## src/rtl/alu_ops_pkg.sv

```systemverilog
// ALU operation selector encodings shared by the control unit and the ALU decoder.
package alu_ops_pkg;

  localparam logic [1:0] ALUop_ADD  = 2'b00;
  localparam logic [1:0] ALUop_SUB  = 2'b01;
  localparam logic [1:0] ALUop_RR   = 2'b10;
  localparam logic [1:0] ALUop_ADDU = 2'b11;

endpackage

```

## src/rtl/mc_ctrl_pkg.sv

```systemverilog
// Multicycle control unit state type and datapath mux select encodings.
package mc_ctrl_pkg;

  typedef enum logic [3:0] {
    S_FETCH  = 4'd0,
    S_DECODE = 4'd1,
    S_MEMADR = 4'd2,
    S_MEMRD  = 4'd3,
    S_MEMWB  = 4'd4,
    S_MEMWR  = 4'd5,
    S_REXEC  = 4'd6,
    S_RWB    = 4'd7,
    S_BEQ    = 4'd8,
    S_JMP    = 4'd9,
    S_IEXEC  = 4'd10,
    S_IWB    = 4'd11
  } cu_state_t;

  // ALU B operand select
  localparam logic [1:0] ALUSRCB_REG    = 2'b00;
  localparam logic [1:0] ALUSRCB_FOUR   = 2'b01;
  localparam logic [1:0] ALUSRCB_IMM    = 2'b10;
  localparam logic [1:0] ALUSRCB_BRANCH = 2'b11;

  // PC source select
  localparam logic [1:0] PCSRC_ALU    = 2'b00;
  localparam logic [1:0] PCSRC_ALUOUT = 2'b01;
  localparam logic [1:0] PCSRC_JUMP   = 2'b10;

endpackage

```

## src/rtl/opcodes_pkg.sv

```systemverilog
// MIPS primary opcodes (IR[31:26]) for the supported instruction subset.
package opcodes_pkg;

  localparam logic [5:0] OP_RR    = 6'b000000;
  localparam logic [5:0] OP_J     = 6'b000010;
  localparam logic [5:0] OP_BEQ   = 6'b000100;
  localparam logic [5:0] OP_ADDI  = 6'b001000;
  localparam logic [5:0] OP_ADDIU = 6'b001001;
  localparam logic [5:0] OP_LW    = 6'b100011;
  localparam logic [5:0] OP_SW    = 6'b101011;

endpackage

```

## src/rtl/multicyc_cu.sv

```systemverilog
// Control FSM for a shared multicycle MIPS datapath (RR, LW, SW, BEQ, J,
// ADDI, ADDIU). Memory accesses stall on mem_ready; every finished
// instruction pulses retire and bumps instr_count.
module multicyc_cu
  import alu_ops_pkg::*;
  import opcodes_pkg::*;
  import mc_ctrl_pkg::*;
#(
  parameter int CNT_W = 32
) (
  input  logic             clk,
  input  logic             rst,
  input  logic [5:0]       opcode,
  input  logic             mem_ready,
  output logic             pc_we,
  output logic             branch,
  output logic             iord,
  output logic             mem_rd,
  output logic             mem_wr,
  output logic             ir_we,
  output logic             reg_we,
  output logic             wreg_dst_sel,
  output logic             wrbck_sel,
  output logic             alusrca,
  output logic [1:0]       alusrcb,
  output logic [1:0]       pcsrc,
  output logic [1:0]       aluop,
  output logic             illegal,
  output logic             retire,
  output logic [CNT_W-1:0] instr_count
);

  cu_state_t state, state_nxt;

  // State register; reset aborts any instruction in flight.
  // NOTE: clocked blocks use non-blocking assignments so every flop samples pre-edge values.
  always_ff @(posedge clk or posedge rst) begin
    if (rst) state <= S_FETCH;
    else     state <= state_nxt;
  end

  // Retired-instruction counter, wraps naturally at 2^CNT_W.
  always_ff @(posedge clk or posedge rst) begin
    if (rst)         instr_count <= '0;
    else if (retire) instr_count <= instr_count + CNT_W'(1);
  end

  // Next-state and control decode; outputs stay at defaults while rst is high.
  // NOTE: every output gets a default first so no path through the case leaves a latch.
  always_comb begin
    state_nxt    = S_FETCH;
    pc_we        = 1'b0;
    branch       = 1'b0;
    iord         = 1'b0;
    mem_rd       = 1'b0;
    mem_wr       = 1'b0;
    ir_we        = 1'b0;
    reg_we       = 1'b0;
    wreg_dst_sel = 1'b0;
    wrbck_sel    = 1'b0;
    alusrca      = 1'b0;
    alusrcb      = ALUSRCB_REG;
    pcsrc        = PCSRC_ALU;
    aluop        = ALUop_ADD;
    illegal      = 1'b0;
    retire       = 1'b0;

    if (!rst) begin
      case (state)
        S_FETCH: begin
          // PC + 4 is computed every cycle; it is only committed with the fetch.
          mem_rd  = 1'b1;
          alusrcb = ALUSRCB_FOUR;
          if (mem_ready) begin
            ir_we     = 1'b1;
            pc_we     = 1'b1;
            state_nxt = S_DECODE;
          end else begin
            state_nxt = S_FETCH;
          end
        end
        S_DECODE: begin
          // Speculatively form the branch target so BEQ can use ALUOut.
          alusrcb = ALUSRCB_BRANCH;
          case (opcode)
            OP_LW, OP_SW:      state_nxt = S_MEMADR;
            OP_RR:             state_nxt = S_REXEC;
            OP_BEQ:            state_nxt = S_BEQ;
            OP_J:              state_nxt = S_JMP;
            OP_ADDI, OP_ADDIU: state_nxt = S_IEXEC;
            default: begin
              illegal   = 1'b1;
              retire    = 1'b1;
              state_nxt = S_FETCH;
            end
          endcase
        end
        S_MEMADR: begin
          alusrca   = 1'b1;
          alusrcb   = ALUSRCB_IMM;
          state_nxt = (opcode == OP_LW) ? S_MEMRD : S_MEMWR;
        end
        S_MEMRD: begin
          mem_rd    = 1'b1;
          iord      = 1'b1;
          state_nxt = mem_ready ? S_MEMWB : S_MEMRD;
        end
        S_MEMWB: begin
          reg_we    = 1'b1;
          wrbck_sel = 1'b1;
          retire    = 1'b1;
        end
        S_MEMWR: begin
          mem_wr = 1'b1;
          iord   = 1'b1;
          if (mem_ready) retire = 1'b1;
          else           state_nxt = S_MEMWR;
        end
        S_REXEC: begin
          alusrca   = 1'b1;
          aluop     = ALUop_RR;
          state_nxt = S_RWB;
        end
        S_RWB: begin
          reg_we       = 1'b1;
          wreg_dst_sel = 1'b1;
          retire       = 1'b1;
        end
        S_BEQ: begin
          alusrca = 1'b1;
          aluop   = ALUop_SUB;
          branch  = 1'b1;
          pcsrc   = PCSRC_ALUOUT;
          retire  = 1'b1;
        end
        S_JMP: begin
          pc_we  = 1'b1;
          pcsrc  = PCSRC_JUMP;
          retire = 1'b1;
        end
        S_IEXEC: begin
          alusrca   = 1'b1;
          alusrcb   = ALUSRCB_IMM;
          aluop     = (opcode == OP_ADDIU) ? ALUop_ADDU : ALUop_ADD;
          state_nxt = S_IWB;
        end
        S_IWB: begin
          reg_we = 1'b1;
          retire = 1'b1;
        end
        default: state_nxt = S_FETCH;
      endcase
    end
  end

endmodule

```

## config.mk

```make
export PLATFORM = sky130hd
export DESIGN_NAME = multicyc_cu
export DESIGN_NICKNAME = d
export VERILOG_FILES = /design/src/rtl/alu_ops_pkg.sv /design/src/rtl/mc_ctrl_pkg.sv /design/src/rtl/opcodes_pkg.sv /design/src/rtl/multicyc_cu.sv
export SDC_FILE = /design/constraint.sdc
export NUM_CORES = 1
export LEC_CHECK = 0
export CAP_MARGIN = 10
export CORE_ASPECT_RATIO = 0.75
export CORE_MARGIN = 2
export CORE_UTILIZATION = 46
export CTS_BUF_LIST = sky130_fd_sc_hd__clkbuf_2
export DETAILED_ROUTE_END_ITERATION = 7
export GPL_TIMING_DRIVEN = 0
export PLACE_DENSITY = 0.78
export SYNTH_ARGS = -nofsm -noshare
export SYNTH_HDL_FRONTEND = slang
export SYNTH_SLANG_ARGS = --single-unit
```

## constraint.sdc

```tcl
create_clock -name clk -period 3.15 [get_ports clk]
set_clock_uncertainty 0.05 [all_clocks]
set_input_delay 0.945 -clock clk [delete_from_list [all_inputs] [get_ports clk]]
set_output_delay 0.945 -clock clk [all_outputs]
set_load 0.005 [all_outputs]
```

# Yosys cells after proc, flatten, opt, wreduce, memory -nomap -nowiden

Index checks and enable logic that the tools add are counted.

$add $sub $neg: 1
$mul: 0
Divide/modulo/power cells: 0
$lt $le $gt $ge: 0
Equal/unequal tests: 17
Shifts and indexed selects: 0
Mux-type cells: 40
Bitwise logic cells: 0
Reductions and logical operators: 11

Operators by type and width:

| operator                                                         | number |
|---|---|
| 32-bit by 1-bit adder with 32-bit output (second input constant) | 1 |
| 4-bit one-hot mux with 7 select lines                            | 1 |
| 1-bit 2-to-1 mux                                                 | 25 |
| 4-bit one-hot mux with 5 select lines                            | 1 |
| 4-bit by 3-bit == test with 1-bit output (second input constant) | 4 |
| 4-bit == test (second input constant)                            | 4 |
| 6-bit by 4-bit == test with 1-bit output (second input constant) | 2 |
| 6-bit == test (second input constant)                            | 2 |
| 2-bit one-hot mux with 3 select lines                            | 2 |
| 2-bit OR reduction                                               | 5 |
| 3-bit 2-to-1 mux                                                 | 3 |
| 4-bit by 2-bit == test with 1-bit output (second input constant) | 2 |
| 2-bit 2-to-1 mux                                                 | 4 |
| 7-bit OR reduction                                               | 1 |
| 6-bit by 2-bit == test with 1-bit output (second input constant) | 1 |
| 6-bit by 3-bit == test with 1-bit output (second input constant) | 1 |
| 6-bit zero test                                                  | 1 |
| 5-bit OR reduction                                               | 1 |
| 4-bit by 1-bit == test with 1-bit output (second input constant) | 1 |
| 4-bit zero test                                                  | 1 |
| 4-bit 2-to-1 mux                                                 | 1 |
| 2-bit one-hot mux with 2 select lines                            | 1 |
| 4-bit OR reduction                                               | 1 |
| 1-bit one-hot mux with 3 select lines                            | 1 |
| other kinds (2)                                                  | 2 |

Register bits after elaboration: 36
Latch bits: 0
RAM bits: 0
Bits in read-only memories: 0
Output and inout bits: 50
Logic and storage cells: 71
Memories kept: 0

# Depth between registers and ports, before layout

Gate-level depths: netlist of the first run.

Depth in word-level cells: 5
Mapped depth: 8
Depth with buffers taken out: 6

# Worst setup path before layout of the first run

OpenSTA, ideal clock, no wires.

Path kind: in2out
Start point: input rst
End point: output wreg_dst_sel
Arrival time: 2278 ps
Data required time: 2155 ps
Slack: -123 ps
Cell stages on the path: 3
Path through: clkbuf_1 -> inv_1 -> and4_1

Cells in the longest elaborated chain, start to end: 1

Ends and longest elaborated chain:

| element          | RTL line          | source |
|---|---|---|
| start, declared  | multicyc_cu.sv:12 | `input logic rst,` |
| 1-bit 2-to-1 mux | multicyc_cu.sv:68 | `if (!rst) begin` |
| end, declared    | multicyc_cu.sv:22 | `output logic wreg_dst_sel,` |

No other way between the ends.

# Worst setup path in the final report of the first run

Start point: input opcode[2]
End point: output retire

Cells in the longest elaborated chain, start to end: 5
Elaborated cells between the ends (all ways): 11

Ends and longest elaborated chain:

| element                                     | RTL line          | source |
|---|---|---|
| start, declared                             | multicyc_cu.sv:13 | `input logic [5:0] opcode,` |
| 6-bit == test, or another cell as far along | multicyc_cu.sv:85 | `case (opcode)` |
| 7-bit OR reduction (no source line) (*)     | n/a               |  |
| 1-bit 2-to-1 mux (*)                        | multicyc_cu.sv:85 |  |
| 1-bit one-hot mux with 3 select lines (*)   | multicyc_cu.sv:69 | `case (state)` |
| 1-bit 2-to-1 mux (*)                        | multicyc_cu.sv:68 |  |
| end, declared                               | multicyc_cu.sv:29 | `output logic retire,` |

Mark *: on every way between the ends. The rest lies on a longest branch, timed or not.

==> results.md, run 1 <==
- Status: finished with violations
- Failing checks: setup timing
- Layout Utilization: between 60 and 70%
- Worst path depth: 8
- Synth Cell Area: about 2400 µm²
- Delay-heaviest family, CP: simple AND/OR/NAND/NOR gates
- Final Cycle Share: 103%
- Final Non-Filler Cells: 396
- Worst slew pin tran: about 0.86 ns
- Final hold viol count: 0
- Worst R2R End: instr_count[1]$_DFFE_PP0P_
- Slowest stage delay, CP: 0.54 ns
- Total die area: between 5000 and 6000 µm²
- Top-count cell post-synth: dfrtp_1
- Rel. slew slack: about 42%
- Clk Tree Root Cell: clkbuf_2
- RSZ-0062 raised after global routing: yes
- Yosys top cell area share: 38.0%
- First-pass GRT wire length: ~10 mm
- Num Clock Sinks: 36
- IO Port Bufs: 57
- IO Pins: about 60
- Ranking of synthesized cells by area: dfrtp_1, xnor2_1, nand4_1, nor2_1, and3_1
- Chip height: 66.1 µm
- Post-DRT Antenna Nets: 0
- Post-Syn Instances: 244
- Worst Path Arrival: 2.24 ns
- Residual DRC: 0
- CTS clk-pin slew, worst paths: roughly 0.19 ns
- Syn Nets: approximately 250
- Drt wl/cell: about 17 µm
- Clock Tree Buf Depth: 2
- Classification of the worst-slack hold path: flop to flop
- Worst r2r src: state[0]$_DFF_PP0_
- Pwr Density: a little under 300 nW/µm²
- Critical setup path kind: primary input to output pin
- Crit path to: retire
- Worst path bufs/invs: 4
- Largest net degree at the start of global routing: 20
- Largest area contributor in the netlist: dfrtp_1
- Final max-slew violation count: 0
- Worst VDD drop: around 0.29 mV
- Critical Path Fanout Max: 4
- Share of cells above drive strength 1: 25.0%
- HPWL after DPL: about 4.2 mm
- CTS Buf Count: 5
- Crit-path slowest cell: or4b_4
- M1 WL: about 3.1 mm
- Pleak: 1.43 nW
- Critical path origin: opcode[2]
- Pre-Repair DR Iteration Count: 5
- Flop2flop setup slack: approximately 0.94 ns
- Max_cap viols: 0
- GRT overflow: 0
- Top_reg_cell synth: dfrtp_1
- Data required, critical path: around 2.2 ns
- Final setup vio count: 2
- Vias per cell: between 5 and 6
- Met3 wire length: approximately 390 µm
- R2R cell count: 6
- Final WL: ~6.7 mm
- Nets: roughly 350
- Critical path launch point type: primary input
- Post-synth EDFFs: 0
- Initial Util: 48.1%
- CTS tree: yes
- Max Fclk: 309 MHz
- Die width: slightly below 90 µm
- Placed Cells: ~360
- Gr usage total: about a quarter
- Synth warn: 0
- Fin Setup TNS: -0.136 ns
- Core ar.: 4930 µm²
- H-tree levels: 2
- Fraction of synthesis flops using an asynchronous set or reset pin: 100%
- # diodes: 0
- Synth unique cells: 55
- Rows: 22
- Min Tclk post-route: ~3.2 ns
- Vias in the first global route: 2078
- Initial antenna violation count: 0
- Routed via count: 2310
- Crit. End Element: output pin
- Area growth syn-to-layout: 42.6%
- DR WL met2: 3.10 mm
- Avg Synthesized Cell Area: between 9 and 10 µm²
- Setup ws final: -0.0876 ns
- Seq/Total Area, Yosys: a little under two fifths
- DR top layer: met4
- Worst-Skew Late Latency: roughly 0.38 ns
- DRC marker count from the first detailed-route iteration: 239
- Synth top cells by count: dfrtp_1, xnor2_1, nand4_1
- Final GP Congestion: between 0.9 and 1
- Critical-path cell list: buf_8 > or4b_4 > a31oi_4 > buf_6 > a211oi_4 > nand2_2 > inv_1 > buf_2
- Yosys reg bits: 36
## cells by family after synthesis
kind of cell	synth area share, %
AND/OR/NAND/NOR	32.2
flip-flops	38.0
XOR/XNOR	12.2
AO/OA/AOI/OAI	10.1
buffers and inverters	6.44
multiplexers	0.475
adder cells (fa/ha/maj)	0.528
## registers in the layout, summed over array words and instances (netlist names)
signal and flops:
instr_count 32, state 4
## through the flow
| stage | setup WS [ns] | hold slack [ns] | total power [mW] | cell area [µm²] |
|---|---|---|---|---|
| floorplan | 0.0165 | 0.418 | 0.595 | 2370 |
| global placement | -1.47 | 0.409 | 0.678 | 3020 |
| detailed placement | -1.47 | 0.416 | 0.683 | 3020 |
| CTS | -0.113 | 0.438 | 0.985 | 3300 |
| global route | -0.124 | 0.463 | 1.04 | 3380 |
| finish | -0.0876 | 0.432 | 0.993 | 3380 |
## metal layers
metal	up-vias	global-route usage (%)
met1	1132	35.2
met2	89	34.1
met5	-	0
li1	1077	-
met3	12	5.87
met4	0	6.64
## what timing repair did
item / CTS / global route
pin swaps: 9 / 5
endpoints found under the hold margin: 0 / 0
setup buffers: 22 / 4
gates resized for setup: 60 / 22
gates cloned: 2 / 0
endpoints found under the setup margin: 18 / 10
hold buffers: 0 / 0
## power breakdown
group / internal, mW / total, mW / switching (mW)
combinational: 0.108 / 0.200 / 0.0918
clock: 0.130 / 0.283 / 0.153
sequential: 0.481 / 0.510 / 0.0291
total: 0.719 / 0.993 / 0.274
## placed cells by master (no fill, tap or decap), types with 3 or more instances in the layout
master	n
buf_6	6
a21oi_1	7
nand3_1	15
clkbuf_2	9
nand2_1	8
buf_4	27
buf_2	3
nor3_1	5
clkdlybuf4s50_1	41
dfrtp_1	36
nor2_1	21
nand2b_1	5
dlygate4sd2_1	6
and2_1	4
and3_1	12
and4_1	4
nand4_1	24
o21ai_0	4
inv_1	3
xnor2_1	32
## area by class of cell
type	count	area, µm²
Timing Repair Buffer	83	754
Clock buffer	5	25.0
Buffer	12	165
Multi-Input combinational cell	191	1390
Clock inverter	3	37.5
Sequential cell	36	901
Timing Repair inverter	2	10.0
Fill cell	377	1550
Inverter	4	18.8
Tap cell	60	75.1
## worst min path at each step
| stage | from | endpoint | cells after the start |
|---|---|---|---|
| floorplan | instr_count[31]$_DFFE_PP0P_ | instr_count[31]$_DFFE_PP0P_ | 1 |
| global placement | instr_count[31]$_DFFE_PP0P_ | instr_count[31]$_DFFE_PP0P_ | 1 |
| detailed placement | instr_count[31]$_DFFE_PP0P_ | instr_count[31]$_DFFE_PP0P_ | 1 |
| CTS | instr_count[31]$_DFFE_PP0P_ | instr_count[31]$_DFFE_PP0P_ | 1 |
| global route | instr_count[31]$_DFFE_PP0P_ | instr_count[31]$_DFFE_PP0P_ | 1 |
| finish | instr_count[31]$_DFFE_PP0P_ | instr_count[31]$_DFFE_PP0P_ | 1 |
Note: power is estimated with default switching activity, not from simulation.
==> run 2: changes to the inputs <==
CORE_ASPECT_RATIO = unset   (was 0.75)
CTS_CLUSTER_DIAMETER = 50   (was unset)
clock period = 2.65 ns   (was 3.15 ns; I/O delays follow)
==> results.md, run 2 (synthesized netlist as in run 1, its figures left out) <==
- Min Tclk post-route: between 2 and 3 ns
- Largest register FFs: 32 (unchanged)
- CTS tree: yes
- GRT overflow: 0 (unchanged)
- DRC marker count from the first detailed-route iteration: 146 (-39%)
- Final max-slew violation count: 0 (unchanged)
- Max Fclk: 338 MHz
- Pre-Repair DR Iteration Count: 4 (-1)
- Core ar.: 5040 µm² (+2.3%)
- Critical-path cell list: buf_8 > or4b_4 > a31oi_4 > buf_6 > a211oi_4 > nand2_2 > inv_2 > buf_2
- Crit-path slowest cell: or4b_4
- IO Port Bufs: 57 (unchanged)
- Final setup vio count: 3 (+1)
- Largest register by flop count: instr_count
- Gr usage total: 23.5% (-0.25 points)
- Total die area: 5740 µm² (-0.10%)
- Regs by FF count: instr_count: 32 flops, state: 4 flops
- Setup ws final: -0.308 ns (-0.220 ns)
- Final hold viol count: 0 (unchanged)
- Vias in the first global route: 2146 (+3.3%)
- Chip height: 75.8 µm (+15%)
- Largest net degree at the start of global routing: 20 (unchanged)
- Residual DRC: 0 (unchanged)
- Worst Path Arrival: 2.11 ns (-0.13 ns)
- Final WL: 6.49 mm (-3.1%)
- Pleak: 1.41 nW (-1.4%)
- HPWL after DPL: 4.05 mm (-2.8%)
- RSZ-0062 raised after global routing: yes
- CTS clk-pin slew, worst paths: 0.16 ns (-0.03 ns)
- Rows: 26 (+18%)
- Most frequent cells in the layout: dfrtp_1, clkdlybuf4s50_1, xnor2_1
- H-tree levels: 2 (unchanged)
- Share of cells above drive strength 1: 32.3% (+7.3 points)
- Layout Utilization: 67.4% (-1.1 points)
- Drt wl/cell: 16.1 µm (-5.1%)
- DP Worst Slack: -1.59 ns (-0.126 ns)
- Area growth syn-to-layout: 43.6%
- Fillers: 409 (+8.5%)
- Failing checks: setup timing
- Classification of the worst-slack hold path: flop to flop
- First-pass GRT wire length: 10.4 mm (-0.20%)
- Critical setup path kind: primary input to output pin
- Post-DP Area: 3060 µm² (+1.3%)
- Final Cycle Share: 112%
- Final GP Congestion: 0.841 (-11%)
- Worst VDD drop: 0.347 mV (+19%)
- Vias per cell: 5.61 (-3.8%)
- Clk Tree Root Cell: clkbuf_2
- Pwr Density: 314 nW/µm² (+6.7%)
- Crit. End Element: output pin
- Rel. slew slack: 42.2% (about the same)
- Max_cap viols: 0 (unchanged)
- Initial antenna violation count: 0 (unchanged)
- Initial Util: 47.0% (-1.1 points)
- Design area: 3400 µm² (+0.70%)
- IO Pins: 59 (unchanged)
- Worst slew pin tran: 0.863 ns (+0.000556 ns)
- Worst path bufs/invs: 4 (unchanged)
- Worst-Skew Late Latency: 0.37 ns (about the same)
- Die width: 75.8 µm (-13%)
- Post-DRT Antenna Nets: 0 (unchanged)
- Data required, critical path: 1.81 ns (-0.34 ns)
- Critical path launch point type: primary input
- Critical Path Fanout Max: 6 (+2)
- Clock Tree Buf Depth: 2 (unchanged)
- Num Clock Sinks: 36 (unchanged)
- Nets: 344 (-0.29%)
- Commonest non-fill, non-tap cell in the layout: dfrtp_1
- Delay-heaviest family, CP: simple AND/OR/NAND/NOR gates
- # diodes: 0 (unchanged)
- Slowest stage delay, CP: 0.54 ns (about the same)
- Routed via count: 2268 (-1.8%)
- CTS Buf Count: 5 (unchanged)
- Status: finished with violations
[run 2: final timing paths]
kind,slack [ns],startpoint,depth (start not counted),to
worst max-delay path,-0.31,opcode[5],8,retire
worst min-delay path,0.43,instr_count[31]$_DFFE_PP0P_,1,instr_count[31]$_DFFE_PP0P_
worst max register to register,0.23,state[2]$_DFF_PP0_,9,instr_count[17]$_DFFE_PP0P_
worst min register to register,0.43,instr_count[31]$_DFFE_PP0P_,1,instr_count[31]$_DFFE_PP0P_
max in group asynchronous,1.33,rst,4,instr_count[1]$_DFFE_PP0P_
min in group asynchronous,0.52,rst,4,state[0]$_DFF_PP0_
[run 2: power by group]
part / internal (mW) / switching, mW / total (mW)
Clock: 0.0545 / 0.173 / 0.227
Sequential: 0.572 / 0.0341 / 0.606
Combinational: 0.124 / 0.109 / 0.234
[run 2: worst register-to-register path: stages (launching register included)]
cell and delay [ns]:
dfrtp_1 0.42, clkbuf_16 0.18, nor2b_4 0.15, buf_4 0.13, buf_4 0.13, buf_4 0.12, a221oi_2 0.61, buf_6 0.24
nand4_1 0.12, xnor2_1 0.17
[run 2: through the flow]
step / TNS (ns) / std cells / hold WS [ns] / power (mW)
floorplan: -0.173 / 244 / 0.418 / 0.711
global placement: -22.93 / 371 / 0.410 / 0.809
detailed placement: -24.08 / 371 / 0.416 / 0.814
CTS: -0.480 / 397 / 0.437 / 1.07
global route: -0.759 / 404 / 0.476 / 1.13
finish: -0.587 / 404 / 0.433 / 1.07
[run 2: area by class of cell]
cell class	count	area, µm²	area share [%]
repair buffers	83	718	21.1
well taps	70	87.6	2.58
clock inverters	2	7.51	0.221
repair inverters	2	10.0	0.294
plain buffers	11	161	4.75
multi-input cells	191	1470	43.2
inverters	4	18.8	0.552
flip-flops and latches	36	903	26.6
clock buffers	5	25.0	0.736
[run 2: layer usage]
| metal | track usage, % | up-vias | part of all wire (%) |
|---|---|---|---|
| met5 | 0 | - | 0 |
| met4 | 9.16 | 0 | 2.5 |
| met3 | 3.70 | 17 | 4.5 |
| met2 | 36.3 | 77 | 49 |
| met1 | 33.0 | 1102 | 44 |
| li1 | - | 1072 | - |
[run 2: timing repair]
item	in CTS	in global routing
endpoints found under the setup margin	22	10
resized for setup	113	23
cloned	2	0
pin swaps	13	8
hold buffers	0	0
buffers inserted	18	9
